## src/rtl/dbg_scan_ctrl.sv

```systemverilog
// Debug-inspection sequencer: per-channel wrap-around read pointers, one shared
// registered read port, and a latched display word advanced by auto tick or step button.
module dbg_scan_ctrl #(
  parameter int NCH      = 4,
  parameter int DW       = 32,
  parameter int AW       = 6,
  parameter int DIV_FAST = 25,
  parameter int DIV_SLOW = 27,
  parameter int RD_LAT   = 1,
  localparam int CSW     = (NCH > 1) ? $clog2(NCH) : 1
) (
  input  logic              clk,
  input  logic              rstn,
  input  logic [CSW-1:0]    ch_sel,
  input  logic [1:0]        mode,
  input  logic              slow,
  input  logic              step_btn,
  input  logic [NCH*AW-1:0] ch_depth,
  output logic              rd_en,
  output logic [CSW-1:0]    rd_ch,
  output logic [AW-1:0]     rd_addr,
  input  logic [NCH*DW-1:0] rd_data,
  output logic [DW-1:0]     disp_data,
  output logic [AW-1:0]     disp_addr,
  output logic              disp_valid,
  output logic              missed,
  output logic              tick_o
);

  localparam logic [1:0] MODE_AUTO   = 2'b01;
  localparam logic [1:0] MODE_STEP   = 2'b10;
  localparam logic [1:0] MODE_REWIND = 2'b11;
  localparam logic [1:0] WAIT_LAST   = 2'(RD_LAT - 2);

  typedef enum logic [1:0] {IDLE, ISSUE, WAIT, CAPTURE} state_t;

  state_t              state;
  state_t              state_n;
  logic [DIV_SLOW-1:0] pre;
  logic                tick;
  logic                btn_s1;
  logic                btn_s2;
  logic                btn_s3;
  logic                advance_step;
  logic                advance;
  logic [AW-1:0]       ptr [NCH];
  logic [1:0]          wait_cnt;
  logic [CSW-1:0]      ch_sel_q;
  logic [AW-1:0]       cur_depth;

  assign tick         = slow ? (&pre) : (&pre[DIV_FAST-1:0]);
  assign tick_o       = tick;
  assign advance_step = btn_s2 & ~btn_s3;
  assign advance      = ((mode == MODE_AUTO) && tick) || ((mode == MODE_STEP) && advance_step);
  assign cur_depth    = ch_depth[rd_ch*AW +: AW];

  always_comb begin
    state_n = state;
    rd_en   = 1'b0;
    case (state)
      IDLE:    if (advance) state_n = ISSUE;
      ISSUE: begin
        rd_en   = 1'b1;
        state_n = (RD_LAT > 1) ? WAIT : CAPTURE;
      end
      WAIT:    if (wait_cnt == WAIT_LAST) state_n = CAPTURE;
      CAPTURE: state_n = IDLE;
      default: state_n = IDLE;
    endcase
  end

  always_ff @(posedge clk) begin
    if (rstn) begin
      state      <= IDLE;
      pre        <= '0;
      btn_s1     <= 1'b0;
      btn_s2     <= 1'b0;
      btn_s3     <= 1'b0;
      ch_sel_q   <= '0;
      wait_cnt   <= '0;
      rd_ch      <= '0;
      rd_addr    <= '0;
      disp_data  <= '0;
      disp_addr  <= '0;
      disp_valid <= 1'b0;
      missed     <= 1'b0;
      for (int i = 0; i < NCH; i++) ptr[i] <= '0;
    end else begin
      state    <= state_n;
      pre      <= pre + 1'b1;
      btn_s1   <= step_btn;
      btn_s2   <= btn_s1;
      btn_s3   <= btn_s2;
      ch_sel_q <= ch_sel;

      // Address and channel are frozen for the whole transaction.
      if (state == IDLE && advance) begin
        rd_ch   <= ch_sel;
        rd_addr <= ptr[ch_sel];
      end

      if (state == ISSUE) begin
        wait_cnt    <= '0;
        ptr[rd_ch]  <= (ptr[rd_ch] == cur_depth) ? '0 : ptr[rd_ch] + 1'b1;
      end else if (state == WAIT) begin
        wait_cnt <= wait_cnt + 1'b1;
      end

      if (state == CAPTURE) begin
        disp_data  <= rd_data[rd_ch*DW +: DW];
        disp_addr  <= rd_addr;
        disp_valid <= (rd_ch == ch_sel);
      end else if (ch_sel != ch_sel_q) begin
        disp_valid <= 1'b0;
      end

      if (advance && state != IDLE) missed <= 1'b1;

      // Rewind overrides any pointer update from an in-flight issue.
      if (mode == MODE_REWIND) begin
        missed <= 1'b0;
        for (int i = 0; i < NCH; i++) ptr[i] <= '0;
      end
    end
  end

endmodule

```

## config.mk

```make
export PLATFORM = sky130hd
export DESIGN_NAME = dbg_scan_ctrl
export DESIGN_NICKNAME = d
export VERILOG_FILES = /design/src/rtl/dbg_scan_ctrl.sv
export SDC_FILE = /design/constraint.sdc
export NUM_CORES = 1
export LEC_CHECK = 0
export CAP_MARGIN = 15
export CORE_AREA = 2 2 116 118
export DETAILED_ROUTE_END_ITERATION = 8
export DIE_AREA = 0 0 118 120
export GPL_TIMING_DRIVEN = 0
export PLACE_DENSITY = 0.79
export SYNTH_ARGS = -nofsm -noshare
export SYNTH_HDL_FRONTEND = slang
export SYNTH_SLANG_ARGS = --single-unit
export TNS_END_PERCENT = 20
```

## constraint.sdc

```tcl
create_clock -name clk -period 2.6 [get_ports clk]
set_input_delay 0.78 -clock clk [delete_from_list [all_inputs] [get_ports clk]]
set_output_delay 0.78 -clock clk [all_outputs]
set_load 0.05 [all_outputs]
```

Yosys cells after proc, flatten, opt, wreduce, memory -nomap -nowiden:

Memory sizes are Yosys's and may differ from the RTL's. A register that Yosys moved wholly into a read port is not among the register bits.
Index checks and enable logic that the tools add are counted.

* $add $sub $neg: 3
* reductions and logical operators: 14
* bitwise gates (word level): 18
* multipliers: 1
* shifts and indexed selects: 2
* mux-type cells: 24
* equal/unequal tests: 16

Operator list (number)
* variable part select 128 x 8 -> 32 bit: 1
* 2-to-1 mux 6 bit: 6
* adder 27 x 1 -> 27 bit (second input constant): 1
* AND reduction 27 bit: 1
* AND reduction 25 bit: 1
* variable part select 24 x 6 -> 6 bit: 1
* == test 2 bit (second input constant): 9
* 2-to-1 mux 1 bit: 12
* 2-to-1 mux 2 bit: 5
* bitwise AND 1 bit: 9
* case mux 2 bit (4 select lines): 1
* adder 6 x 1 -> 6 bit (second input constant): 1
* == test 6 bit: 1
* OR reduction 6 bit: 1
* inverter 1 bit: 5
* == test 2 x 1 -> 1 bit (second input constant): 2
* logical AND 1 bit: 4
* multiplier 2 x 2 -> 4 bit (second input constant): 1
* inequality test 2 bit (second input constant): 2
* OR 1 bit: 4
* nonzero test 2 bit: 2
* OR reduction 2 bit: 2
* adder 2 x 1 -> 2 bit (second input constant): 1
* == test 2 bit: 1
* other kinds (4): 4

* input bits: 160
* RAM bits: 24
* logic and storage cells: 91
* memories kept: 1
* flip-flop bits (word level): 78

Memory list
* ptr: words 4, bits a word 6, read ports 2, clocked after memory_dff 2, wr ports 4, line 46 `logic [AW-1:0] ptr [NCH];`

Longest topological paths before layout:

* depth in word-level cells: 12
* depth in mapped cells: 7
* mapped depth without buffers: 6

Worst setup path after synthesis:

No wires, ideal clock.

* kind: register to output
* start: register pre[0]
* end: output tick_o
* buffers on the path: 0
* setup slack: -0.123 ns
* data required time: 1.820 ns
* cell stages (with the launch flop): 6
* arrival time: 1.943 ns
* cell sequence: dfxtp_1 > ha_1 > nand3_1 > nor4_4 > nand3_1 > nor2_1

* longest elaborated chain between the ends: 2
* elaborated cells on any way between the ends: 3

Ends and longest elaborated chain
* start, declared: line 39 `logic [DIV_SLOW-1:0] pre;`
* start signal, assigned: line 90 `pre <= pre + 1'b1;`
* AND reduction 27 bit / AND reduction 25 bit (equally long branches): line 51 `assign tick = slow ? (&pre) : (&pre[DIV_FAST-1:0]);`
* 2-to-1 mux 1 bit *: line 51
* end, declared: line 27 `output logic tick_o`

Every way passes the cells marked *; elsewhere a longest branch is shown, timed or not.

Final worst setup path:

* start: register pre[6]
* end: output tick_o

Same word-level chain as after synthesis.

==> run summary <==
The sequential-to-total area share from yosys stat came out at 43.2%. The final number of hold-violating endpoints came out at 0. The top achievable clock speed came out at 0.392 GHz.

The first detailed-routing pass took 5 iterations. The worst setup path is of the flop to primary output kind. The worst hold path terminates at btn_s2. Across the run, the number of max-cap violations was 0. The clock latency on the worst-skew pair came out at 350 ps.

The die boundary height came out at 120 um. Of all cell types, the one taking the most synthesized area is sky130_fd_sc_hd__dfxtp_1. The number of register bits inferred by synthesis came out at 110.

The core region is 13000 um^2. After detailed routing, the average wire length per cell comes to 18.8 um. The synthesis-to-finish area growth came out at 46.4%. The net count of the finished layout is 871. The count of pins on the block boundary is 210.

Synthesis produced a netlist whose cell count is 485. The startpoint type of the worst setup path is a flop. The logic depth of the worst register-to-register path came out at 5.

The starting utilization of the core area came out at 43.6%. The endpoint type of the worst setup path is a primary output. The cell with the most instances after synthesis is sky130_fd_sc_hd__dfxtp_1. The H-tree level count came out at 3. The count of final max-slew check failures came out at 0. In this run the most critical hold path is launched from btn_s1. The total number of placement rows is 42. Data arrives at the worst endpoint at 1770 ps.

The number of antenna violations at the first check in global routing is 0. The post-route fraction of the period consumed by the critical path came out at 98.2%. The mean post-synth cell area came out at 11.7 um^2. Setup repair after global routing could not meet its margin everywhere. The via count of the first global-routing pass is 5164. The detail route stage leaves a number of antenna-violating nets equal to 0. The overall power is 4.25 mW. Entering global routing, the biggest net connects 18 pins. The total power per unit cell area came out at 513 nW/um^2.

The proportion of register bits with asynchronous set or reset after synthesis is 0%. The max-slew headroom at the worst pin is 43.3%. In the routed design, unresolved DRC markers number 0. The endpoint identified for the worst register-to-register timing path is ptr[3][0]. The final estimated routing congestion in global placement came out at 0.859.

The remaining global-route overflow is 0. Dividing the detail-routed via count by the number of cells gives 5.46. The clock drives 110 sinks. The TritonCTS clock tree is yes. The count of final setup violators came out at 0. At the pin with the least slew margin, the transition time is 843 ps. The synthesized netlist occupies a cell area of 5650 um^2. The maximum fanout count along the critical path is 4. Summed over its instances, the top area cell type makes up 30.4% of the synthesized netlist area.

The die area came out at 14200 um^2. The commonest cells after synthesis are sky130_fd_sc_hd__dfxtp_1, sky130_fd_sc_hd__nor2_1, sky130_fd_sc_hd__mux4_2. For this block, the via count after detailed routing is 4824.

For the final database, setup skew stands at 8.76 ps. The path category of the worst min-delay check is flop to flop. In this run the static leakage power is 2.82 nW. The routed design could run at a clock period as short as 2550 ps. The die width came out at 118 um. The top flip-flop cell by instance count after synthesis is sky130_fd_sc_hd__dfxtp_1. The number of antenna repair diodes came out at 0. The maximum buffer depth of the clock tree is 2. The distinct cell type count after synthesis is 45.

The global-route wire length before repair is 25.5 mm. The count of cells along the worst hold path is 1. The number of enable flip-flop cells after synthesis is 24. The share of layout cells above drive strength 1 is 12.6%. The number of buffers created by CTS came out at 9. Yosys printed 0 warnings. After the first detailed-routing iteration, the DRC count stood at 243. The core occupancy in the finished layout is 63.8%.

The total length of routed wires is 16.7 mm. The buffer cell driving the clock tree root is sky130_fd_sc_hd__clkbuf_16. The setup slack of the most critical reg-to-reg path came out at 150 ps. The flow ran to the end, and the final reports show no timing, DRC or antenna violations. VDD sags by at most 0.369 mV. The count of buffers added on input and output ports is 206. Detailed placement finished with a half-perimeter wire length of 13.0 mm. For this run, the total global-route usage over all layers was measured as 23.1%. Sorting the synthesized cells by area gives the leading types as sky130_fd_sc_hd__dfxtp_1, sky130_fd_sc_hd__mux4_2, sky130_fd_sc_hd__edfxtp_1. The worst path required time is 1820 ps.

The worst register-to-register path begins at rd_ch[1]. The clock-pin slew on the worst setup and hold paths came out at 70 ps. When the netlist entered floorplanning its net count stood at 653.
repair_timing:
| item | CTS | global route |
|---|---|---|
| cloned | 0 | 0 |
| resized for setup | 12 | 7 |
| pin swaps | 1 | 1 |
| hold buffers | 0 | 0 |
| setup endpoints to repair | 20 | 13 |
| buffers inserted | 1 | 0 |
where the power goes:
part | internal (mW) | switching (mW)
Clock | 0.775 | 0.627
Combinational | 0.505 | 0.473
Sequential | 1.82 | 0.0518
Total | 3.10 | 1.15
cells in the final DEF, fill, tap and decap left out, drive strengths merged, types with 3 or more instances in the layout:
master and instances:
clkdlybuf4s50 204, dfxtp 86, nor2 72, mux4 50
mux2i 40, clkbuf 25, edfxtp 24, nor3 24
xor2 22, nand2 19, buf 19, xnor2 14
nand3 14, inv 13, nand4 11, o2bb2ai 10
ha 8, nor3b 7, nor2b 7, and4 4
or3 3, o21ai 3, a21oi 3
cell type report:
cell class              instances  area (um^2)
well taps                     176          220
clock buffers                  11          243
flip-flops and latches        110         2440
clock inverters                 5         58.8
multi-input cells             331         3040
repair buffers                207         2070
fillers                      1046         4700
inverters                      13         48.8
plain buffers                  31          153
worst max path at each step:
stage                           end  cells past startpoint      from  slack (ps)
after global placement       tick_o                      6    pre[0]        -580
after CTS                 ptr[3][0]                      4  rd_ch[0]          20
final                        tick_o                      5    pre[6]          50
after detailed placement     tick_o                      6    pre[0]        -630
after global routing         tick_o                      5    pre[6]         -30
after floorplan              tick_o                      5    pre[0]          70
sequential cells by signal, indices dropped and copies added, names as in the netlist, 2 cells and up, named ones only:
register,count
disp_data,32
pre,27
ptr,24
disp_addr,6
rd_addr,6
ch_sel_q,2
rd_ch,2
state,2
wait_cnt,2
per-stage QoR:
step	TNS, ps	hold slack [ps]	cells	instance area (um^2)	setup WS (ps)
2_1_floorplan	0	414	485	5660	71.1
3_3_place_gp	-14270	426	867	7940	-577
3_5_place_dp	-16540	441	867	7940	-634
4_1_cts	0	457	884	8260	15.1
5_1_grt	-29.8	472	884	8280	-29.8
6_report	0	451	884	8280	46.8
critical path, stage by stage (launching register included):
cell and delay, ps:
sky130_fd_sc_hd__dfxtp_1 390, sky130_fd_sc_hd__nand4_1 250, sky130_fd_sc_hd__nor4_4 350, sky130_fd_sc_hd__nand3_1 130, sky130_fd_sc_hd__nor2_2 140, sky130_fd_sc_hd__buf_6 160
kinds of logic after synthesis:
kind of cell    after synthesis  share of synthesized area [%]
compound gates               25                           3.63
xor+xnor                     36                           5.58
fa+ha+maj                     8                           1.77
buf+inv                      44                           3.50
flops                       110                           43.2
mux                          90                           27.1
simple gates                172                           15.2
metal layers:
metal	share of wire [%]	track usage, %
met5	0	0
met4	1.7	9.26
met3	7.2	4.61
met2	54	43.1
met1	37	25.6
(Power assumes the default switching activity.)
